`src/rtl/operand_fetch_pkg.sv`:
```
// ============================================================================
// operand_fetch_pkg: shared widths, register count and operand types.
// Rev 1.0
// ============================================================================
`default_nettype none

package operand_fetch_pkg;

  localparam int DATA_W = 16;
  localparam int ADDR_W = 4;
  localparam int NREGS  = 1 << ADDR_W;

  typedef logic [DATA_W-1:0] data_t;
  typedef logic [ADDR_W-1:0] addr_t;

  localparam addr_t ZERO_REG = '0;

  // Register 0 is hardwired, so it never takes writes or pending marks.
  function automatic logic is_live(input addr_t a);
    return a != ZERO_REG;
  endfunction

endpackage

`default_nettype wire

```
`src/rtl/operand_fetch_if.sv`:
```
// ============================================================================
// operand_fetch_if: write-back, fetch request and operand result bundle.
// Rev 1.0
// ============================================================================
`default_nettype none

interface operand_fetch_if;
  import operand_fetch_pkg::*;

  logic  wb_en;
  addr_t wb_addr;
  data_t ans_wb;
  logic  rd_req;
  addr_t rs_addr;
  addr_t rt_addr;
  logic  dest_set;
  addr_t dest_addr;
  logic  stall;
  data_t op_a;
  data_t op_b;
  logic  op_valid;
  logic  hazard;

  modport slave (
    input  wb_en, wb_addr, ans_wb, rd_req, rs_addr, rt_addr,
           dest_set, dest_addr, stall,
    output op_a, op_b, op_valid, hazard
  );

  modport master (
    output wb_en, wb_addr, ans_wb, rd_req, rs_addr, rt_addr,
           dest_set, dest_addr, stall,
    input  op_a, op_b, op_valid, hazard
  );

endinterface

`default_nettype wire

```
`src/rtl/operand_fetch_regfile_2r1w.sv`:
```
// ============================================================================
// regfile_2r1w: two-read one-write register array, r0 tied to zero, with
// same-cycle write-to-read bypass. Rev 1.0
// ============================================================================
`default_nettype none

module regfile_2r1w
  import operand_fetch_pkg::*;
(
  input  wire   clk,
  input  wire   reset,
  input  wire   i_we,
  input  addr_t i_waddr,
  input  data_t i_wdata,
  input  addr_t i_raddr_a,
  input  addr_t i_raddr_b,
  output data_t o_rdata_a,
  output data_t o_rdata_b
);

  data_t r_regs [NREGS];
  logic  w_wr_live;

  assign w_wr_live = i_we && is_live(i_waddr);

  always_ff @(posedge clk) begin
    if (reset) begin
      for (int i = 0; i < NREGS; i++) r_regs[i] <= '0;
    end else if (w_wr_live) begin
      r_regs[i_waddr] <= i_wdata;
    end
  end

  always_comb begin
    o_rdata_a = '0;
    o_rdata_b = '0;
    if (is_live(i_raddr_a))
      o_rdata_a = (w_wr_live && i_waddr == i_raddr_a) ? i_wdata : r_regs[i_raddr_a];
    if (is_live(i_raddr_b))
      o_rdata_b = (w_wr_live && i_waddr == i_raddr_b) ? i_wdata : r_regs[i_raddr_b];
  end

endmodule

`default_nettype wire

```
`src/rtl/operand_fetch.sv`:
```
// ============================================================================
// operand_fetch: register-file read stage with bypass, stall hold, held-operand
// refresh and pending-write scoreboard. Rev 1.0
// ============================================================================
`default_nettype none

module operand_fetch
  import operand_fetch_pkg::*;
(
  input  wire               clk,
  input  wire               reset,
  operand_fetch_if.slave    bus
);

  data_t            w_rd_a;
  data_t            w_rd_b;
  logic             w_wr_hit;
  logic             w_blk_a;
  logic             w_blk_b;
  logic             w_accept;
  logic             w_blocked;
  logic [NREGS-1:0] w_pend_nxt;

  logic [NREGS-1:0] r_pend;
  data_t            r_op_a;
  data_t            r_op_b;
  logic             r_valid;
  logic             r_hazard;
  addr_t            r_held_a;
  addr_t            r_held_b;

  regfile_2r1w u_rf (
    .clk       (clk),
    .reset     (reset),
    .i_we      (bus.wb_en),
    .i_waddr   (bus.wb_addr),
    .i_wdata   (bus.ans_wb),
    .i_raddr_a (bus.rs_addr),
    .i_raddr_b (bus.rt_addr),
    .o_rdata_a (w_rd_a),
    .o_rdata_b (w_rd_b)
  );

  assign w_wr_hit  = bus.wb_en && is_live(bus.wb_addr);
  // A source being written this cycle is satisfied by the bypass, not blocked.
  assign w_blk_a   = is_live(bus.rs_addr) && r_pend[bus.rs_addr] &&
                     !(w_wr_hit && bus.wb_addr == bus.rs_addr);
  assign w_blk_b   = is_live(bus.rt_addr) && r_pend[bus.rt_addr] &&
                     !(w_wr_hit && bus.wb_addr == bus.rt_addr);
  assign w_blocked = w_blk_a || w_blk_b;
  assign w_accept  = bus.rd_req && !bus.stall;

  // Set is applied after clear so a same-address set wins.
  always_comb begin
    w_pend_nxt = r_pend;
    if (w_wr_hit)
      w_pend_nxt[bus.wb_addr] = 1'b0;
    if (w_accept && !w_blocked && bus.dest_set && is_live(bus.dest_addr))
      w_pend_nxt[bus.dest_addr] = 1'b1;
  end

  always_ff @(posedge clk) begin
    if (reset) begin
      r_pend   <= '0;
      r_op_a   <= '0;
      r_op_b   <= '0;
      r_valid  <= 1'b0;
      r_hazard <= 1'b0;
      r_held_a <= '0;
      r_held_b <= '0;
    end else begin
      r_pend <= w_pend_nxt;
      if (bus.stall) begin
        if (w_wr_hit && r_held_a == bus.wb_addr) r_op_a <= bus.ans_wb;
        if (w_wr_hit && r_held_b == bus.wb_addr) r_op_b <= bus.ans_wb;
      end else if (bus.rd_req) begin
        if (w_blocked) begin
          r_valid  <= 1'b0;
          r_hazard <= 1'b1;
        end else begin
          r_op_a   <= w_rd_a;
          r_op_b   <= w_rd_b;
          r_held_a <= bus.rs_addr;
          r_held_b <= bus.rt_addr;
          r_valid  <= 1'b1;
          r_hazard <= 1'b0;
        end
      end else begin
        r_valid  <= 1'b0;
        r_hazard <= 1'b0;
      end
    end
  end

  assign bus.op_a     = r_op_a;
  assign bus.op_b     = r_op_b;
  assign bus.op_valid = r_valid;
  assign bus.hazard   = r_hazard;

endmodule

`default_nettype wire
```
`src/flat_wrapper.sv`:
```
// flat-port wrapper written by rule: the top's interface ports become plain ports
module operand_fetch_flat import operand_fetch_pkg::*;
  (clk, reset, bus_wb_en, bus_wb_addr, bus_ans_wb, bus_rd_req, bus_rs_addr, bus_rt_addr, bus_dest_set, bus_dest_addr, bus_stall, bus_op_a, bus_op_b, bus_op_valid, bus_hazard);
  operand_fetch_if bus_i ();
  input  wire clk;
  input  wire reset;
  input wire logic [$bits(bus_i.wb_en)-1:0] bus_wb_en;
  input wire logic [$bits(bus_i.wb_addr)-1:0] bus_wb_addr;
  input wire logic [$bits(bus_i.ans_wb)-1:0] bus_ans_wb;
  input wire logic [$bits(bus_i.rd_req)-1:0] bus_rd_req;
  input wire logic [$bits(bus_i.rs_addr)-1:0] bus_rs_addr;
  input wire logic [$bits(bus_i.rt_addr)-1:0] bus_rt_addr;
  input wire logic [$bits(bus_i.dest_set)-1:0] bus_dest_set;
  input wire logic [$bits(bus_i.dest_addr)-1:0] bus_dest_addr;
  input wire logic [$bits(bus_i.stall)-1:0] bus_stall;
  output wire logic [$bits(bus_i.op_a)-1:0] bus_op_a;
  output wire logic [$bits(bus_i.op_b)-1:0] bus_op_b;
  output wire logic [$bits(bus_i.op_valid)-1:0] bus_op_valid;
  output wire logic [$bits(bus_i.hazard)-1:0] bus_hazard;
  assign bus_i.wb_en = bus_wb_en;
  assign bus_i.wb_addr = bus_wb_addr;
  assign bus_i.ans_wb = bus_ans_wb;
  assign bus_i.rd_req = bus_rd_req;
  assign bus_i.rs_addr = bus_rs_addr;
  assign bus_i.rt_addr = bus_rt_addr;
  assign bus_i.dest_set = bus_dest_set;
  assign bus_i.dest_addr = bus_dest_addr;
  assign bus_i.stall = bus_stall;
  assign bus_op_a = bus_i.op_a;
  assign bus_op_b = bus_i.op_b;
  assign bus_op_valid = bus_i.op_valid;
  assign bus_hazard = bus_i.hazard;
  operand_fetch u_core (.clk(clk), .reset(reset), .bus(bus_i));
endmodule
```
`config.mk`:
```
export PLATFORM = sky130hd
export DESIGN_NAME = operand_fetch_flat
export DESIGN_NICKNAME = d
export VERILOG_FILES = /design/src/rtl/operand_fetch_pkg.sv /design/src/rtl/operand_fetch_if.sv /design/src/rtl/operand_fetch_regfile_2r1w.sv /design/src/rtl/operand_fetch.sv /design/src/flat_wrapper.sv
export SDC_FILE = /design/constraint.sdc
export NUM_CORES = 1
export LEC_CHECK = 0
export CAP_MARGIN = 15
export CORE_ASPECT_RATIO = 0.7
export CORE_MARGIN = 3
export CORE_UTILIZATION = 40
export CTS_BUF_LIST = sky130_fd_sc_hd__clkbuf_2 sky130_fd_sc_hd__clkbuf_4 sky130_fd_sc_hd__clkbuf_8
export CTS_CLUSTER_SIZE = 16
export DETAILED_ROUTE_END_ITERATION = 7
export GPL_TIMING_DRIVEN = 0
export HOLD_SLACK_MARGIN = 0.03
export MAX_ROUTING_LAYER = met4
export PLACE_DENSITY_LB_ADDON = 0.15
export SYNTH_ARGS = -nofsm -noshare
export SYNTH_HDL_FRONTEND = slang
export SYNTH_HIERARCHICAL = 1
export SYNTH_SLANG_ARGS = --single-unit
```
`constraint.sdc`:
```
create_clock -name clk -period 2.4 [get_ports clk]
set_input_delay 0.48 -clock clk [delete_from_list [all_inputs] [get_ports clk]]
set_output_delay 0.48 -clock clk [all_outputs]
set_load 0.02 [all_outputs]
```
After elaboration in Yosys (flattened, before gate mapping)
Memories as Yosys holds them, arrays and structs flattened.
Cells that the tools add are included.
- order comparisons: 6
- equal/unequal tests: 7
- muxes and demuxes: 34
- bitwise operators: 5
- reductions and logical operators: 29
- operators by type and width (kind ; count):
    $mux W16 ; 15
    $lt A4 B5 Y1 const B ; 4
    $and A16 B16 Y16 ; 1
    $eq A4 B4 Y1 ; 4
    $not A16 Y16 ; 1
    $or A16 B16 Y16 ; 1
    $reduce_bool A4 Y1 ; 4
    $reduce_or A16 Y1 ; 1
    $logic_and A1 B1 Y1 ; 15
    $mux W1 ; 14
    $reduce_and A3 Y1 ; 3
    $bmux W1 S4 ; 2
    $demux W1 S4 ; 2
    $ge A4 B1 Y1 const B ; 2
    $logic_not A1 Y1 ; 4
    $mux W4 ; 1
    $ne A2 B1 Y1 const B ; 2
    $ne A2 B2 Y1 const B ; 1
    $not A1 Y1 ; 2
    $reduce_bool A2 Y1 ; 1
    $logic_or A1 B1 Y1 ; 1
- bits in registers: 58
- memory bits (writable): 256
- output and inout bits: 34
- logic and storage cells: 89
- memories: 1
- memory list (memory ; words ; width ; rd ports ; clocked after memory_dff ; wr ports ; line ; source):
    u_core.u_rf.r_regs ; 16 ; 16 ; 2 ; 0 ; 16 ; operand_fetch_regfile_2r1w.sv:21 ; data_t r_regs [NREGS];

Logic depth before layout (Yosys ltp)
- depth after elaboration: 11
- depth in mapped cells: 11
- gate-level depth less buffers: 7

Modules after synthesis
The synthesis kept the hierarchy.
- modules (own cells, without submodules) (module ; times used ; cells an instance ; area an instance (µm²) ; seq. area each (µm²)):
    regfile_2r1w ; 1 ; 1047 ; 14161.1 ; 7687.4
    operand_fetch ; 1 ; 346 ; 3179.3 ; 1161.1

Worst setup path before layout
OpenSTA, ideal clock, no wires.
- path kind: in2reg
- start point: input port bus_rt_addr[0]
- end point: register u_core.r_op_b[14], in the netlist u_core/bus.op_b[14]
- setup time: 137 ps
- arrival: 2259 ps
- required time: 2263 ps
- path slack: 4 ps
- cell stages on the path: 9
- buffers on the path: 3
- cell sequence: buf_2 -> mux4_2 -> mux2i_1 -> mux2_2 -> o221ai_2 -> buf_6 -> buf_2 -> a221oi_1 -> a211oi_2
- longest elaborated chain between the ends: 7
- elaborated cells on any way between the ends: 17
- classes of those cells: eq/ne: 2; mux: 7; reduce/logical: 7; memory: 1
- ends and longest elaborated chain (item ; line ; source):
    from (decl) ; flat_wrapper.sv:12 ; input wire logic [$bits(bus_i.rt_addr)-1:0] bus_rt_addr;
    parallel branches: the longest is 7 deep, another holds $mem_v2 Z16 W16 ; - ;
    to (signal assigned) ; operand_fetch.sv:75 ; if (w_wr_hit && r_held_b == bus.wb_addr) r_op_b <= bus.ans_wb;
    to (signal assigned) ; operand_fetch.sv:82 ; r_op_b <= w_rd_b;
    to (decl) ; operand_fetch.sv:26 ; data_t r_op_b;
Several ways; the timed one is not identified. The select of a mux whose other input is x is not followed.
A chain may end at the register's enable or synchronous reset.

Worst setup path in the final report
- start point: input port bus_rt_addr[2]
- end point: register u_core.r_op_b[12], in the netlist u_core/bus.op_b[12]
- longest elaborated chain between the ends: 7
- elaborated cells on any way between the ends: 17
- classes of those cells: eq/ne: 2; mux: 7; reduce/logical: 7; memory: 1
- ends and longest elaborated chain (item ; line ; source):
    parallel branches: the longest is 3 deep, another holds $mem_v2 Z16 W16 ; - ;
    $mux W16 (*) ; operand_fetch_regfile_2r1w.sv:39 ; if (is_live(i_raddr_b))
    named net u_core.w_rd_b[12] ; operand_fetch.sv:16 ; data_t w_rd_b;
    $mux W16 (*) ; operand_fetch.sv:77 ; if (w_blocked) begin
    $mux W16 (*) ; operand_fetch.sv:76 ; end else if (bus.rd_req) begin
    $mux W16 (*) ; operand_fetch.sv:73 ; if (bus.stall) begin
Mark *: on every way through the listed nets, which the timed path passes. The select of a mux whose other input is x is not followed.

==> flow_summary_export.csv <==
group,metric,value,unit
run_status,outcome,"finished with violations",
run_status,violations,"negative setup slack",
sta,relSlewSlack,0.343,
detailed_routing,vias_per_cell,6.08,
sta,hold_viol,0,
global_route,track_usage,0.280,
clocking,numCtsBuffers,53,
yosys,synth-seq-cells,314,
clocking,cts_tree,"yes",
sta,tightestPinTransition,0.986,ns
sta,slew_violations,0,
clocking,root_buffer,"clkbuf_8",
clocking,numClockSinks,314,
power_and_ir_drop,power.leakage,7.45,nW
layout,drive_above_1_share,0.273,
power_and_ir_drop,ir_drop,0.000461,V
place,hpwl,46.0,mm
floorplan,coreArea,42600,um^2
global_route,grt_pass1_vias,12758,
sta,final.setup.worst_slack,-0.0620,ns
worst_setup_path,cpMaxStageDelayCell,"or3b_1",
clocking,cts_buffer_depth,3,
layout,fill_cells,3800,
worst_setup_path,critPathMaxStageDelay,0.37,ns
place,routabilityCongestion,1.05,
layout,final_common_cell,"edfxtp_1",
global_route,grt_overflow_total,0,
worst_setup_path,required,2.93,ns
sta,setup_viol,3,
floorplan,ioPinCount,72,
global_route,grt_max_degree,17,
floorplan,initial_core_util,0.407,
power_and_ir_drop,finalPower,13.7,mW
floorplan,die_width,255,um
detailed_routing,routedWlPerCell,29.3,um
global_route,grt_pass1_wl,89.5,mm
clocking,htreeDepth,2,
detailed_routing,finalWirelength,62.7,mm
place,portBuffers,67,
floorplan,die_y,180,um
worst_setup_path,start_kind,"primary input",
detailed_routing,drtPass1Iterations,5,
yosys,synth_edf_count,256,
yosys,syn-instance-count,1393,
worst_setup_path,crit_type,"in2reg",
run,drv_cap,0,
power_and_ir_drop,power_density,649,nW/um^2
yosys,synth.distinct_cells,51,
detailed_routing,vias,13015,
clocking,clkTransAtPathRegs,0.06,ns
sta,skew,0.0316,ns
worst_setup_path,end_kind,"flop",
worst_setup_path,crit_top_cell,"buf_6",
worst_setup_path,cp_max_fo,10,
yosys,yosysSeqAreaShare,0.510,
detailed_routing,drc,0,
yosys,ys_warn_count,6,
clocking,holdBufCountCts,0,
worst_setup_path,crit_arrival,2.99,ns
layout,syn_to_final_growth,22.0,%
sta,rsz0062_at_grt,"true",
yosys,synth_area_per_cell,12.4,um^2
yosys,synthArstFlopShare,0,
floorplan,num_rows,63,
clocking,clk_latency,0.63,ns
worst_setup_path,path_cells,"clkdlybuf4s15_2 > buf_6 > or3b_1 > clkbuf_4 > buf_6 > o22ai_2 > a211oi_1 > a31oi_2 > nor2b_2 > a221oi_2 > a211oi_2",
min_path,hp-class,"in2reg",
yosys,synth-main-ff-cell,"edfxtp_1",
layout,fin_nets,1578,
detailed_routing,drt_iter0_markers,1600,
sta,period_minus_slack,2.46,ns
sta,timing.fmax,406,MHz
global_route,antenna_found_initial,13,
floorplan,die_area,45900,um^2
sta,finalSetupTns,-0.112,ns
detailed_routing,antenna_left,0,
layout,most-common-layout-cells,"edfxtp_1, and2_1, mux2i_1",
yosys,synthesis.area,17300,um^2
sta,finalCritPeriodShare,1.03,
[per-stage QoR]
step / cell area, um^2 / utilization / hold WS [ns] / cells / setup WS (ns)
floorplan: 17400 / - / 0.451 / 1408 / 0.00360
global placement: 18800 / 0.441 / 0.447 / 2027 / -1.70
detailed placement: 18800 / 0.441 / 0.449 / 2027 / -1.74
CTS: 20700 / 0.487 / 0.325 / 2134 / -0.00220
global route: 21200 / 0.497 / 0.243 / 2141 / -0.0478
finish: 21200 / 0.497 / 0.257 / 2142 / -0.0620
[critical path: cells and delay by family]
family	cells	cell delay (ns)
AO/OA/AOI/OAI	5	0.95
AND/OR/NAND/NOR	2	0.60
buffers and inverters	4	0.93
[per-layer routing]
layer / GRT usage / vias up / share of wire
met5: - / - / 0
met4: 0.0740 / 0 / 0.024
li1: - / 5632 / -
met1: 0.416 / 6625 / 0.46
met2: 0.373 / 656 / 0.41
met3: 0.0756 / 102 / 0.10
[registers in the layout (all words and copies together), names as in the netlist]
name                 cells
u_core/bus.op_a         16
u_core/bus.op_b         16
u_core/r_held_a          4
u_core/r_pend           16
u_core/bus.hazard        1
u_core/bus.op_valid      1
u_core/u_rf/r_regs     256
u_core/r_held_b          4
[layout make-up]
class,instances,area [um^2],share of cell area
Sequential cell,314,8850,0.418
Multi-Input combinational cell,924,8720,0.412
Tap cell,552,691,0.0326
Antenna cell,8,20.0,0.000946
Clock inverter,25,183,0.00863
Clock buffer,72,916,0.0433
Buffer,133,880,0.0416
Timing Repair Buffer,81,778,0.0368
Inverter,33,124,0.00585
[path summary, 6_finish.rpt]
path                                        start                          endpoint  slack [ns]  cells past startpoint
setup reg to reg     u_core/r_pend[10]$_SDFF_PP0_   u_core/bus.op_a[5]$_SDFFE_PP0P_        0.04                      8
hold reg to reg   u_core/bus.op_b[3]$_SDFFE_PP0P_   u_core/bus.op_b[3]$_SDFFE_PP0P_        0.46                      2
hold / removal                     bus_rs_addr[2]   u_core/r_held_a[2]$_SDFFE_PP0P_        0.26                      3
setup / recovery                   bus_rt_addr[2]  u_core/bus.op_b[12]$_SDFFE_PP0P_       -0.06                     11
[timing repair]
| action | in CTS | in global routing |
|---|---|---|
| resized for setup | 194 | 92 |
| pin swaps | 10 | 5 |
| setup endpoints to repair | 398 | 275 |
| cloned | 1 | 0 |
| setup buffers | 11 | 2 |
[synthesized netlist by cell type (17+ instances only)]
| cell | instances | share of area |
|---|---|---|
| dfxtp_1 | 58 | 0.067 |
| buf_4 | 17 | 0.0074 |
| o31ai_1 | 33 | 0.014 |
| nand3_1 | 33 | 0.0095 |
| nor2b_1 | 37 | 0.013 |
| a221oi_1 | 32 | 0.016 |
| and2_1 | 242 | 0.087 |
| inv_1 | 33 | 0.0071 |
| clkbuf_1 | 73 | 0.016 |
| buf_2 | 31 | 0.0089 |
| mux4_2 | 72 | 0.094 |
| edfxtp_1 | 256 | 0.44 |
| a211oi_1 | 54 | 0.023 |
| a31oi_1 | 30 | 0.011 |
| mux2i_1 | 140 | 0.081 |
| o22ai_1 | 65 | 0.023 |
| nor2_1 | 27 | 0.0058 |
[power by group]
group | internal (mW) | switching (mW)
Sequential | 6.21 | 0.166
Clock | 2.78 | 2.24
Combinational | 0.920 | 1.41
[kinds of logic after synthesis]
family                 synth area share
other                          0.000216
buffers and inverters            0.0481
AO/OA/AOI/OAI                     0.110
multiplexers                      0.177
flip-flops                        0.510
XOR/XNOR                         0.0121
AND/OR/NAND/NOR                   0.142
Power figures use the tool's default switching activity.
==> variant: new RTL, same settings <==
The package constant `DATA_W` goes from 16 to 32.
--- a/src/rtl/operand_fetch_pkg.sv
+++ b/src/rtl/operand_fetch_pkg.sv
@@ -7,5 +7,5 @@
 package operand_fetch_pkg;
 
-  localparam int DATA_W = 16;
+  localparam int DATA_W = 32;
   localparam int ADDR_W = 4;
   localparam int NREGS  = 1 << ADDR_W;
Ports: changed (resized bus_ans_wb, bus_op_a and bus_op_b); port bits go from 72 to 120. No check against the original RTL was run, so the function may have changed too.
==> variant against the unedited design <==
- the run still ends with setup timing left
- sequential power is 92% higher
- first-iteration DRC count rose by 86%
- total power increased by 87%
- sequential cell count increased by 287
- area after synthesis rose by 89%
- design area grew 81%
- worst setup slack better by 0.012 ns
- routed wire length rose by 92%
==> variant: results (changes against the unedited design) <==
stage,metric,value,unit,change
place,port_buffers,112,,+67%
clocking,cts.sinks,601,,+91%
grt,grt.met1_usage,40.8,%,-0.83 points
grt,grt_util_met2,39.7,%,+2.4 points
final_layout,largest_reg_flops,512,,+100%
worst_setup_path,slowest_stage,o41a_1,,
sta,whs,0.160,ns,-0.0964 ns
run_status,status,"complete, but fails checks",,
logic_synthesis,synth-edff-count,512,,+100%
final_layout,multi_input_area_share,38.6,%,-2.6 points
logic_synthesis,netlist_top_cells_count,"512 x edfxtp_1, 484 x and2_1, 259 x mux4_2",,
logic_synthesis,yosys-top-cells-area,"edfxtp_1 47%, mux4_2 18%, and2_1 9.2%",,
worst_setup_path,r2r-end,u_core/bus.op_b[15]$_SDFFE_PP0P_,,
clocking,postCtsSetupRepairBufs,14,,+3
run_status,failed_checks,setup timing,,
worst_setup_path,r2r_start,u_core/r_held_b[0]$_SDFFE_PP0P_,,
final_layout,diodes,4,,-4
min_path,whs_endpoint,u_core/r_held_b[0]$_SDFFE_PP0P_,,
sta,finClkSkew,0.0338,ns,+0.00213 ns
logic_synthesis,ys_seq_area_share,52.2,%,+1.2 points
grt,grt_pass1_wl,168000,um,+88%
power,swShare,27.5,%,-0.27 points
power,power.leakage,13.7,nW,+84%
power,ir_drop,0.404,mV,-13%
final_layout,fill_cells,7126,,+88%
min_path,hold_start,bus_rt_addr[0],,
sta,finalSetupViolations,34,,+31
sta,fin_tns_setup,-0.653,ns,-0.541 ns
final_layout,num-multi-input-gates,1481,,+60%
place,globalplace.congestion,0.906,,-14%
power,seq_cell_power,0.0122,W,+92%
worst_setup_path,cp-startpoint,bus_wb_addr[1],,
sta,worstMarginPinSlew,0.955,ns,-0.0303 ns
final_layout,drive_above_1_share,26.6,%,-0.69 points
final_layout,inv_count,4,,-88%
sta,setup_ws,-0.0496,ns,+0.0124 ns
clocking,htree_levels,3,,+1
-- variant: changes by cell type after synthesis, moves of 60 or more --
cell	before	now
mux2_2	4	64
mux2i_1	140	202
and2_1	242	484
o22ai_1	65	0
a21oi_1	3	74
o211ai_1	12	76
a22o_1	0	65
mux4_2	72	259
edfxtp_1	256	512
clkbuf_1	73	136
-- variant: through the flow --
stage / worst slack, ns / instances / util, % / total power (W) / cell area, um^2
5_1_grt: -0.0210 / 3712 / 47.3 / 0.0264 / 38300
2_1_floorplan: 0.0524 / 2322 / - / 0.0148 / 33000
4_1_cts: 0.00131 / 3705 / 47.1 / 0.0257 / 38100
3_5_place_dp: -1.67 / 3516 / 44.1 / 0.0165 / 35700
6_report: -0.0496 / 3713 / 47.3 / 0.0256 / 38300
3_3_place_gp: -1.68 / 3502 / 43.7 / 0.0163 / 35400
-- variant: tightest hold or removal path: cells and delay by family --
family                 cells  cell delay, ns
AOI/OAI and AO/OA          1            0.05
buffers and inverters      1            0.13
and+or+nand+nor            1            0.16
